<file path="src/rtl/dffe_pipe_pkg.sv">
// ============================================================================
// Module   : dffe_pipe_pkg
// Purpose  : Shared constants and helpers for the dffe_pipe register pipeline.
// Revision : 1.0 - initial release
// ============================================================================
`default_nettype none

package dffe_pipe_pkg;

  // Upper bounds of the legal parameter ranges.
  localparam int DEPTH_MAX = 16;
  localparam int WIDTH_MAX = 1024;

  // Bits needed to count 0..depth occupied stages.
  function automatic int occ_width(input int depth);
    return $clog2(depth + 1);
  endfunction

endpackage

`default_nettype wire

</file>
<file path="src/rtl/dffe_pipe_if.sv">
// ============================================================================
// Module   : dffe_pipe_if
// Purpose  : Valid/ready handshake bundle for the upstream and downstream
//            sides of dffe_pipe.
// Revision : 1.0 - initial release
// ============================================================================
`default_nettype none

interface dffe_pipe_if #(
  parameter int WIDTH = 8
);

  logic             in_valid;
  logic             in_ready;
  logic [WIDTH-1:0] in_data;
  logic             out_valid;
  logic             out_ready;
  logic [WIDTH-1:0] out_data;

  // Environment side: produces input words and consumes output words.
  modport master (
    output in_valid,
    output in_data,
    output out_ready,
    input  in_ready,
    input  out_valid,
    input  out_data
  );

  // Pipeline side.
  modport slave (
    input  in_valid,
    input  in_data,
    input  out_ready,
    output in_ready,
    output out_valid,
    output out_data
  );

endinterface

`default_nettype wire

</file>
<file path="src/rtl/dffe_pipe_stage.sv">
// ============================================================================
// Module   : dffe_pipe_stage
// Purpose  : One pipeline stage: a valid flag plus a data register with
//            load / drain / hold behaviour and synchronous reset.
// Revision : 1.0 - initial release
// ============================================================================
`default_nettype none

module dffe_pipe_stage #(
  parameter int               WIDTH   = 8,
  parameter logic [WIDTH-1:0] RST_VAL = '0
) (
  input  wire logic             clk,
  input  wire logic             srst,
  input  wire logic             load,
  input  wire logic             drain,
  input  wire logic [WIDTH-1:0] d_in,
  output logic                  v,
  output logic [WIDTH-1:0]      d
);

  // Load takes priority over drain so a simultaneous drain+refill keeps v set;
  // a pure drain clears v but leaves the stale data in place.
  always_ff @(posedge clk) begin
    if (srst) begin
      v <= 1'b0;
      d <= RST_VAL;
    end else if (load) begin
      v <= 1'b1;
      d <= d_in;
    end else if (drain) begin
      v <= 1'b0;
    end
  end

endmodule

`default_nettype wire

</file>
<file path="src/rtl/dffe_pipe.sv">
// ============================================================================
// Module   : dffe_pipe
// Purpose  : DEPTH-stage valid/ready register pipeline with a global enable,
//            collapsing bubbles and full throughput (no skid buffer; in_ready
//            is combinational from out_ready).
// Options  : define DFFE_PIPE_OCC_EN to add the registered occupancy port occ.
// Revision : 1.0 - initial release
// ============================================================================
`default_nettype none

module dffe_pipe
  import dffe_pipe_pkg::*;
#(
  parameter int               WIDTH       = 8,
  parameter int               DEPTH       = 2,
  parameter bit               EN_POLARITY = 1'b1,
  parameter logic [WIDTH-1:0] RST_VAL     = '0
) (
  input  wire logic CLK,
  input  wire logic SRST,
  input  wire logic EN,
  dffe_pipe_if.slave bus
`ifdef DFFE_PIPE_OCC_EN
  ,
  output logic [occ_width(DEPTH)-1:0] occ
`endif
);

  // Reject illegal parameter sets at elaboration.
  if (WIDTH < 1 || WIDTH > WIDTH_MAX) begin : g_bad_width
    $error("dffe_pipe: WIDTH out of range 1..%0d", WIDTH_MAX);
  end
  if (DEPTH < 1 || DEPTH > DEPTH_MAX) begin : g_bad_depth
    $error("dffe_pipe: DEPTH out of range 1..%0d", DEPTH_MAX);
  end

  logic             en_act;
  logic             in_ready_int;
  logic             out_valid_int;
  logic [DEPTH-1:0] v;
  logic [DEPTH-1:0] free;
  // adv[i] = stage i loads this cycle; adv[DEPTH] = word leaves the pipeline.
  logic [DEPTH:0]   adv;
  logic [WIDTH-1:0] d [DEPTH];

  // Ready/advance chain, resolved from the output back to the input so that
  // any empty stage pulls its predecessor forward in the same cycle.
  always_comb begin
    en_act        = (EN == EN_POLARITY);
    adv           = '0;
    free          = '0;
    out_valid_int = en_act && v[DEPTH-1] && !SRST;
    adv[DEPTH]    = out_valid_int && bus.out_ready;
    for (int i = DEPTH - 1; i >= 0; i--) begin
      free[i] = !v[i] || adv[i+1];
      if (i > 0) begin
        adv[i] = v[i-1] && en_act && free[i];
      end
    end
    // Reset wins over a simultaneous handshake.
    in_ready_int = en_act && free[0] && !SRST;
    adv[0]       = bus.in_valid && in_ready_int;
  end

  for (genvar i = 0; i < DEPTH; i++) begin : g_stage
    logic [WIDTH-1:0] stage_in;

    if (i == 0) begin : g_head
      assign stage_in = bus.in_data;
    end else begin : g_body
      assign stage_in = d[i-1];
    end

    dffe_pipe_stage #(
      .WIDTH   (WIDTH),
      .RST_VAL (RST_VAL)
    ) u_stage (
      .clk   (CLK),
      .srst  (SRST),
      .load  (adv[i]),
      .drain (adv[i+1]),
      .d_in  (stage_in),
      .v     (v[i]),
      .d     (d[i])
    );
  end

  assign bus.in_ready  = in_ready_int;
  assign bus.out_valid = out_valid_int;
  assign bus.out_data  = d[DEPTH-1];

`ifdef DFFE_PIPE_OCC_EN
  localparam int OCC_W = occ_width(DEPTH);

  logic [OCC_W-1:0] occ_cnt;

  // Internal stage-to-stage moves keep popcount(v) constant, so only the
  // input accept and output emit change the count.
  always_ff @(posedge CLK) begin
    if (SRST) begin
      occ_cnt <= '0;
    end else if (adv[0] && !adv[DEPTH]) begin
      occ_cnt <= occ_cnt + OCC_W'(1);
    end else if (!adv[0] && adv[DEPTH]) begin
      occ_cnt <= occ_cnt - OCC_W'(1);
    end
  end

  assign occ = occ_cnt;
`endif

endmodule

`default_nettype wire

</file>
<file path="src/flat_wrapper.sv">
// flat-port wrapper written by rule: the top's interface ports become plain ports
module dffe_pipe_flat import dffe_pipe_pkg::*;
#(
  parameter int               WIDTH       = 8,
  parameter int               DEPTH       = 2,
  parameter bit               EN_POLARITY = 1'b1,
  parameter logic [WIDTH-1:0] RST_VAL     = '0
)
  (CLK, SRST, EN, bus_in_valid, bus_in_data, bus_out_ready, bus_in_ready, bus_out_valid, bus_out_data);
  dffe_pipe_if #(.WIDTH(WIDTH)) bus_i ();
  input  wire logic CLK;
  input  wire logic SRST;
  input  wire logic EN;
  input wire logic [$bits(bus_i.in_valid)-1:0] bus_in_valid;
  input wire logic [$bits(bus_i.in_data)-1:0] bus_in_data;
  input wire logic [$bits(bus_i.out_ready)-1:0] bus_out_ready;
  output wire logic [$bits(bus_i.in_ready)-1:0] bus_in_ready;
  output wire logic [$bits(bus_i.out_valid)-1:0] bus_out_valid;
  output wire logic [$bits(bus_i.out_data)-1:0] bus_out_data;
  assign bus_i.in_valid = bus_in_valid;
  assign bus_i.in_data = bus_in_data;
  assign bus_i.out_ready = bus_out_ready;
  assign bus_in_ready = bus_i.in_ready;
  assign bus_out_valid = bus_i.out_valid;
  assign bus_out_data = bus_i.out_data;
  dffe_pipe #(.WIDTH(WIDTH), .DEPTH(DEPTH), .EN_POLARITY(EN_POLARITY), .RST_VAL(RST_VAL)) u_core (.CLK(CLK), .SRST(SRST), .EN(EN), .bus(bus_i));
endmodule
</file>
<file path="config.mk">
export PLATFORM = sky130hd
export DESIGN_NAME = dffe_pipe_flat
export DESIGN_NICKNAME = d
export VERILOG_FILES = /design/src/rtl/dffe_pipe_pkg.sv /design/src/rtl/dffe_pipe_if.sv /design/src/rtl/dffe_pipe_stage.sv /design/src/rtl/dffe_pipe.sv /design/src/flat_wrapper.sv
export SDC_FILE = /design/constraint.sdc
export NUM_CORES = 1
export LEC_CHECK = 0
export ABC_CLOCK_PERIOD_IN_PS = 1820
export BUFFER_PORTS_ARGS = -buffer_cell sky130_fd_sc_hd__buf_2
export CAP_MARGIN = 10
export CORE_MARGIN = 2
export CORE_UTILIZATION = 47
export DETAILED_ROUTE_END_ITERATION = 10
export PLACE_DENSITY = 0.75
export SLEW_MARGIN = 0
export SYNTH_ARGS = -nofsm -noshare
export SYNTH_HDL_FRONTEND = slang
export SYNTH_HIERARCHICAL = 1
export SYNTH_SLANG_ARGS = --single-unit
export TNS_END_PERCENT = 100
</file>
<file path="constraint.sdc">
create_clock -name CLK -period 1.82 [get_ports CLK]
set_clock_uncertainty 0.15 [all_clocks]
set_input_delay 0.182 -clock CLK [delete_from_list [all_inputs] [get_ports CLK]]
set_output_delay 0.182 -clock CLK [all_outputs]
set_load 0.03 [all_outputs]
</file>
==> impl_metrics.toml, run 1 <==
[placement]
gp_congestion = 0.732
io_buffers = 22
hpwl_um = 870

[sta]
min_period_ns = 1.50
timing.final.crit_share_pct = 82.6
clock.fmax_mhz = 665
setup_viol = 0
rsz0062_at_grt = "no"
final_max_slew_viol_count = 0
fin_setup_tns_ns = 0
maxSlewHeadroom_pct = 86.7
hold_viol = 0
worst_pin_slew_ns = 0.200

[routing]
antenna_left = 0
viasPerCell = 4.75
route.vias.total = 561
drtPass1Iterations = 4
wl_per_cell_um = 10.8
drt_iter0_markers = 3
wirelength_um = 1270
drcViolationCount = 0

[logic_synthesis]
synth_nets = 82
synth-seq-cells = 18
synth_top_cell_by_area = "dfxtp_1"
ys_warn_count = 6
synthDistinctLibCells = 14
syn_inst = 69
syn_area_sq_um = 709
syn_area_per_cell_sq_um = 10.3
ys_seq_area_share_pct = 50.8
synth_top_area_share_pct = 50.8
ys_top_cells_by_area = "dfxtp_1 51%, mux2i_1 23%, nor2_1 8.5%"

[setup_path]
r2r-start = "u_core/g_stage[0].u_stage/v"
cp.arrival_ns = 1.17
path_class = "reg2out"
cp-start-kind = "flip-flop"
worst_setup_path_end_kind = "primary output"
reg2reg_slack_ns = 0.36
reg2reg_to = "u_core/g_stage[0].u_stage/d[6]"
crit_required_ns = 1.49
ff2ff_path_depth = 5
critPathMaxFanout = 4

[global_routing]
grt_start_max_net_pins = 13
grt_use_total_pct = 16.0
globalRouteOverflowTotal = 0
grt_pass1_vias = 536
grt_pass1_wl_um = 2170
antenna_found_initial = 0

[floorplanning]
num_rows = 14
die_h_um = 42.9
io_pins = 23
die_x_um = 42.9
die-area_sq_um = 1840
initial_core_util_pct = 48.8
fp.coreArea_sq_um = 1450

[clocking]
insertion_delay_ns = 0.29
clk_pin_slew_ns = 0.10
cts_tree = "done"
clockBufferDepth = 2
cts-buffers-inserted = 3
cts_sinks = 18
cts_max_level = 1
clockRootBuffer = "clkbuf_4"
cts_resized = 0
post_cts_buffers = 0

[power_and_ir_drop]
power_leakage_nw = 0.424
p_clk_share_pct = 33.1
p_seq_share_pct = 56.9
p_per_area_nw_per_um2 = 755
vdd_drop_max_v = 0.000474
pwr-share-comb_pct = 10.0
p_sw_share_pct = 21.1
intPower_w = 0.000564
fin_total_pwr_w = 0.000714
p_sw_w = 0.000151

[cells_and_area]
area_growth_pct = 33.3
layout.nets = 116
final_cell_mix = "22 x buf_2, 18 x dfxtp_1, 16 x mux2i_1, 16 x nor2_1, 8 x dlygate4sd3_1"
drive_gt1_share_pct = 31.4
final_util_pct = 65.1
n_antenna_cell = 0
final_common_cell = "buf_2"
fillCellCount = 132

[hold_path]
hold_path_end = "u_core/g_stage[0].u_stage/v"
min_from = "SRST"
hp-class = "in2reg"
holdPathStages = 2

[job]
maxCapViolations = 0

[outcome]
status = "completed"
-- logic make-up after synthesis --
group           synth area share, %
buf+inv                        5.64
mux                            22.6
compound gates                 2.12
flops                          50.8
simple gates                   18.9
-- repair_timing --
action                                  4_1_cts  5_1_grt
endpoints found under the setup margin        0        0
endpoints found under the hold margin         8        0
hold buffers                                  8        0
-- layer usage --
layer / up-vias / wire, um / GRT usage [%] / share of wire [%]
li1: 290 / - / - / -
met4: 0 / 14 / 11.3 / 1.1
met1: 256 / 624 / 20.0 / 49
met2: 13 / 570 / 24.5 / 45
met3: 2 / 63 / 2.98 / 4.9
met5: - / 0 / 0 / 0
-- worst max path at each step --
stage                                     start  slack [ns]                        endpoint
floorplan           u_core/g_stage[0].u_stage/v        0.52  u_core/g_stage[0].u_stage/d[0]
global placement                           SRST        0.38  u_core/g_stage[0].u_stage/d[4]
detailed placement                         SRST        0.34  u_core/g_stage[0].u_stage/d[6]
CTS                 u_core/g_stage[1].u_stage/v        0.29                    bus_in_ready
global route        u_core/g_stage[0].u_stage/v        0.23                    bus_in_ready
finish              u_core/g_stage[1].u_stage/v        0.32                    bus_in_ready
-- synth_stat cells --
library cell  instances
nor2_1               16
and2b_1               1
nand2_1               1
clkbuf_2              2
dfxtp_1              18
and2b_2               1
and3b_2               1
nand2b_1              3
and2_2                1
mux2i_1              16
and3b_1               2
a21oi_1               3
buf_6                 2
inv_1                 2
-- power groups by stage --
| stage | Clock (W) | Combinational [W] | Sequential, W |
|---|---|---|---|
| 6_report | 0.000236 | 0.0000715 | 0.000407 |
| 5_1_grt | 0.000260 | 0.0000785 | 0.000408 |
| 4_1_cts | 0.000247 | 0.0000715 | 0.000407 |
| 3_5_place_dp | 0 | 0.0000581 | 0.000416 |
| 3_3_place_gp | 0 | 0.0000566 | 0.000416 |
| 2_1_floorplan | 0 | 0.0000368 | 0.000416 |
-- area by class of cell --
cell class              instances  area, sq um  share of cell area (%)
clock buffers                   4         36.3                    3.84
inverters                       2         7.51                   0.794
multi-input cells              45          309                    32.7
flip-flops and latches         18          360                    38.1
well taps                      16         20.0                    2.12
repair buffers                 33          213                    22.5
-- stage by stage --
step	hold WS [ns]	instance area [sq um]	setup WS, ns	std cells
finish	0.0424	946	0.317	118
global route	0.0405	946	0.233	118
CTS	0.0330	946	0.288	118
detailed placement	0.282	830	0.344	106
global placement	0.275	830	0.380	106
floorplan	0.179	709	0.517	69
-- sequential cells by signal, indices dropped and copies added (netlist names) --
name and cells:
u_core/g_stage.u_stage/d 16, u_core/g_stage.u_stage/v 2
-- worst max-delay path: stages (launching register included) --
cell and delay (ns):
dfxtp_1 0.37, and3b_1 0.18, and2b_1 0.17, buf_2 0.17
No activity file was read; power rests on OpenSTA's default activity.
==> run 2, diff against run 1 <==
--- a/config.mk
+++ b/config.mk
@@ -5,7 +5,7 @@
 export SDC_FILE = /design/constraint.sdc
 export NUM_CORES = 1
 export LEC_CHECK = 0
-export ABC_CLOCK_PERIOD_IN_PS = 1820
+export ABC_CLOCK_PERIOD_IN_PS = 1500
 export BUFFER_PORTS_ARGS = -buffer_cell sky130_fd_sc_hd__buf_2
 export CAP_MARGIN = 10
 export CORE_MARGIN = 2
==> constraint.sdc (replaced) <==
create_clock -name CLK -period 1.5 [get_ports CLK]
set_clock_uncertainty 0.15 [all_clocks]
set_input_delay 0.15 -clock CLK [delete_from_list [all_inputs] [get_ports CLK]]
set_output_delay 0.15 -clock CLK [all_outputs]
set_load 0.03 [all_outputs]
==> impl_metrics.toml, run 2 (synthesis gave the netlist of run 1 again) <==
[global_routing]
grt_pass1_wl_um = 2340
globalRouteOverflowTotal = 0
grt_use_total_pct = 17.3
grt_pass1_vias = 550
antenna_found_initial = 0
grt_start_max_net_pins = 11

[power_and_ir_drop]
vdd_drop_max_v = 0.000560
p_sw_share_pct = 21.6
pwr-share-comb_pct = 10.7
intPower_w = 0.000689
power_leakage_nw = 0.436
p_seq_share_pct = 56.2
p_per_area_nw_per_um2 = 907
p_sw_w = 0.000190
p_clk_share_pct = 33.1

[floorplanning]
num_rows = 14
initial_core_util_pct = 48.8
die_x_um = 42.9
fp.coreArea_sq_um = 1450
die_h_um = 42.9
die-area_sq_um = 1840
io_pins = 23

[sta]
fin_setup_tns_ns = 0
timing.final.crit_share_pct = 94.7
min_period_ns = 1.42
setup_viol = 0
clock.fmax_mhz = 704
rsz0062_at_grt = "no"
maxSlewHeadroom_pct = 90.4
worst_pin_slew_ns = 0.140
hold_viol = 0
final_max_slew_viol_count = 0

[clocking]
cts_sinks = 18
cts-buffers-inserted = 3
clockRootBuffer = "clkbuf_4"
clockBufferDepth = 2
clk_pin_slew_ns = 0.10
insertion_delay_ns = 0.29
cts_max_level = 1
post_cts_buffers = 0
cts_tree = "done"

[setup_path]
crit_required_ns = 1.20
ff2ff_path_depth = 5
cp-start-kind = "flip-flop"
worst_setup_path_end_kind = "primary output"
path_class = "reg2out"
critPathMaxFanout = 4
cp.arrival_ns = 1.12

[routing]
drtPass1Iterations = 4
antenna_left = 0
wl_per_cell_um = 11.9
route.vias.total = 576
wirelength_um = 1420
drt_iter0_markers = 14
drcViolationCount = 0
viasPerCell = 4.80

[job]
maxCapViolations = 0

[cells_and_area]
largest_reg_flops = 16
n_antenna_cell = 0
drive_gt1_share_pct = 34.6
final_cell_mix = "21 x buf_2, 16 x mux2i_1, 16 x nor2_1, 16 x dfxtp_1, 8 x dlygate4sd3_1"
area_growth_pct = 36.7
top_register = "u_core/g_stage.u_stage/d"
top_regs = "u_core/g_stage.u_stage/d: 16 flops, u_core/g_stage.u_stage/v: 2 flops"
final_util_pct = 66.7
final_common_cell = "buf_2"
layout.nets = 118

[placement]
hpwl_um = 922
gp_congestion = 0.735
io_buffers = 22

[outcome]
status = "completed"

[hold_path]
holdPathStages = 3
hp-class = "in2reg"
run 2: critical path: stages, from the launching register on:
cell,delay (ns)
dfxtp_2,0.36
and3b_1,0.16
and2b_1,0.18
buf_6,0.13
run 2: worst paths after layout:
check,end,from,slack [ns]
worst max-delay path,bus_in_ready,u_core/g_stage[1].u_stage/v,0.08
worst min-delay path,u_core/g_stage[0].u_stage/v,SRST,0.07
worst max register to register,u_core/g_stage[0].u_stage/d[4],u_core/g_stage[1].u_stage/v,0.10
worst min register to register,u_core/g_stage[0].u_stage/v,u_core/g_stage[0].u_stage/v,0.34
run 2: power groups by stage:
stage	Sequential (W)	Clock [W]	Combinational [W]
after floorplan	0.000505	0	0.0000447
after global placement	0.000505	0	0.0000730
after detailed placement	0.000505	0	0.0000743
after CTS	0.000494	0.000299	0.0000908
after global routing	0.000496	0.000321	0.000101
final	0.000495	0.000291	0.0000939
run 2: cell type report:
class	count	area (sq um)
inverter	2	7.51
clock buffer	4	36.3
fill	121	484
tap	16	20.0
timing repair buffer	35	234
multi-input combinational	45	309
sequential	18	363
run 2: per-layer routing:
layer	global-route usage [%]	routed length (um)
met3	4.26	99
met1	20.8	645
met5	0	0
met2	28.8	660
met4	7.50	17
run 2: through the flow:
stage / cell area, sq um / power [W] / cells / setup WS (ns) / hold WS, ns
detailed placement: 845 / 0.000579 / 108 / 0.117 / 0.243
CTS: 961 / 0.000884 / 120 / 0.0203 / 0.0686
global placement: 845 / 0.000578 / 108 / 0.153 / 0.242
finish: 970 / 0.000879 / 120 / 0.0798 / 0.0735
floorplan: 709 / 0.000550 / 69 / 0.197 / 0.147
global route: 970 / 0.000918 / 120 / 0.00848 / 0.0746
run 2: what timing repair did:
action / in CTS / in global routing
gates resized for setup: 0 / 5
endpoints found under the setup margin: 0 / 2
hold endpoints to repair: 8 / 0
hold buffers: 8 / 0
==> run 3, diff against run 2 <==
--- a/config.mk
+++ b/config.mk
@@ -8,9 +8,9 @@
 export ABC_CLOCK_PERIOD_IN_PS = 1500
 export BUFFER_PORTS_ARGS = -buffer_cell sky130_fd_sc_hd__buf_2
 export CAP_MARGIN = 10
-export CORE_MARGIN = 2
 export CORE_UTILIZATION = 47
 export DETAILED_ROUTE_END_ITERATION = 10
+export MAX_ROUTING_LAYER = met4
 export PLACE_DENSITY = 0.75
 export SLEW_MARGIN = 0
 export SYNTH_ARGS = -nofsm -noshare
==> impl_metrics.toml, run 3 (synthesis gave the netlist of run 1 again) <==
[outcome]
status = "completed"

[sta]
timing.final.crit_share_pct = 95.9
rsz0062_at_grt = "no"
worst_pin_slew_ns = 0.160
postLayoutSetupSlackWorst_ns = 0.0618
fin_setup_tns_ns = 0
maxSlewHeadroom_pct = 89.0
min_period_ns = 1.44
setup_viol = 0
hold_viol = 0
clock.fmax_mhz = 695
final_max_slew_viol_count = 0

[cells_and_area]
top_regs = "u_core/g_stage.u_stage/d: 16 flops, u_core/g_stage.u_stage/v: 2 flops"
final_common_cell = "buf_2"
fillCellCount = 111
area_growth_pct = 37.0
n_antenna_cell = 0
final_cell_mix = "21 x buf_2, 16 x mux2i_1, 16 x nor2_1, 16 x dfxtp_1, 8 x dlygate4sd3_1"
drive_gt1_share_pct = 35.2
layout.nets = 119
fin_area_sq_um = 972
largest_reg_flops = 16
top_register = "u_core/g_stage.u_stage/d"
finalNonFillerCells = 120

[global_routing]
grt_start_max_net_pins = 13
grt_pass1_wl_um = 1970
antenna_found_initial = 0
globalRouteOverflowTotal = 0
grt_use_total_pct = 18.7
grt_pass1_vias = 483

[power_and_ir_drop]
fin_total_pwr_w = 0.000876
vdd_drop_max_v = 0.000566
p_per_area_nw_per_um2 = 901
power_leakage_nw = 0.441

[routing]
wl_per_cell_um = 11.0
route.vias.total = 577
drcViolationCount = 0
antenna_left = 0
drt_iter0_markers = 1
drtPass1Iterations = 2
wirelength_um = 1320
viasPerCell = 4.81

[setup_path]
r2r-start = "u_core/g_stage[0].u_stage/v"
path_class = "reg2out"
path_cells = "and3b_1 -> and2b_1 -> buf_4"
reg2reg_to = "u_core/g_stage[0].u_stage/d[4]"
worst_setup_path_end_kind = "primary output"
cp.arrival_ns = 1.14
crit_slowest_cell = "dfxtp_2"
critPathMaxFanout = 4
cp-start-kind = "flip-flop"
endpoint = "bus_in_ready"
crit_required_ns = 1.20
ff2ff_path_depth = 5
reg2reg_slack_ns = 0.08
cpPeakStageDelay_ns = 0.36
crit_start = "u_core/g_stage[1].u_stage/v"

[placement]
hpwl_um = 996
place_inst = 108
gp_congestion = 0.683
pre_cts_ws_ns = 0.0907
io_buffers = 22
placed_cell_area_sq_um = 851

[clocking]
cts_max_level = 1
insertion_delay_ns = 0.28
clockBufferDepth = 2
cts_sinks = 18
clk_pin_slew_ns = 0.10
post_cts_buffers = 0
cts_tree = "done"
clockRootBuffer = "clkbuf_4"
cts-buffers-inserted = 3

[floorplanning]
die_x_um = 40.9
io_pins = 23
initial_core_util_pct = 52.5
die-area_sq_um = 1670
num_rows = 13
fp.coreArea_sq_um = 1350
die_h_um = 40.9

[job]
maxCapViolations = 0

[hold_path]
hp-class = "in2reg"
-- run 3: cell type report --
class	instances	area, sq um	share of cell area, %
clock buffer	4	36.3	3.73
timing repair buffer	36	238	24.5
inverter	2	7.51	0.772
multi-input combinational	45	309	31.8
tap	15	18.8	1.93
sequential	18	363	37.3
-- run 3: how the worst min path moves through the flow --
stage	endpoint	start	depth (start not counted)
floorplan	u_core/g_stage[0].u_stage/d[0]	bus_in_data[0]	2
global placement	u_core/g_stage[0].u_stage/d[4]	bus_in_data[4]	3
detailed placement	u_core/g_stage[0].u_stage/d[3]	bus_in_data[3]	3
CTS	u_core/g_stage[1].u_stage/d[0]	SRST	3
global route	u_core/g_stage[1].u_stage/d[0]	SRST	3
finish	u_core/g_stage[1].u_stage/d[0]	SRST	3
-- run 3: timing repair --
| item | in CTS | in global routing |
|---|---|---|
| setup endpoints to repair | 0 | 1 |
| hold buffers | 8 | 0 |
| endpoints found under the hold margin | 8 | 0 |
| resized for setup | 0 | 4 |
-- run 3: worst max-delay path: cells and delay by family, from the launching register on --
family	cells	cell delay [ns]
buffers and inverters	1	0.16
and+or+nand+nor	2	0.33
DFF	1	0.36
-- run 3: per-layer routing --
layer  track usage (%)  share of wire, %  vias to the layer above
li1                  -                 -                      298
met1              21.7                48                      264
met4              11.7              0.84                        0
met3              3.26               4.0                        2
met5                 -                 0                        -
met2              29.7                47                       13
-- run 3: per-stage QoR --
step | hold WS [ns] | util, %
after floorplan | 0.147 | -
after global routing | 0.0547 | 72.0
after global placement | 0.234 | 63.0
after CTS | 0.0408 | 71.6
after detailed placement | 0.248 | 63.0
final | 0.0436 | 72.0
-- run 3: power by group --
| part | internal (W) | leakage, nW | switching (W) |
|---|---|---|---|
| Clock | 0.000147 | 0.0210 | 0.000141 |
| Combinational | 0.0000529 | 0.273 | 0.0000390 |
| Sequential | 0.000489 | 0.147 | 0.00000623 |
| Total | 0.000689 | 0.441 | 0.000187 |
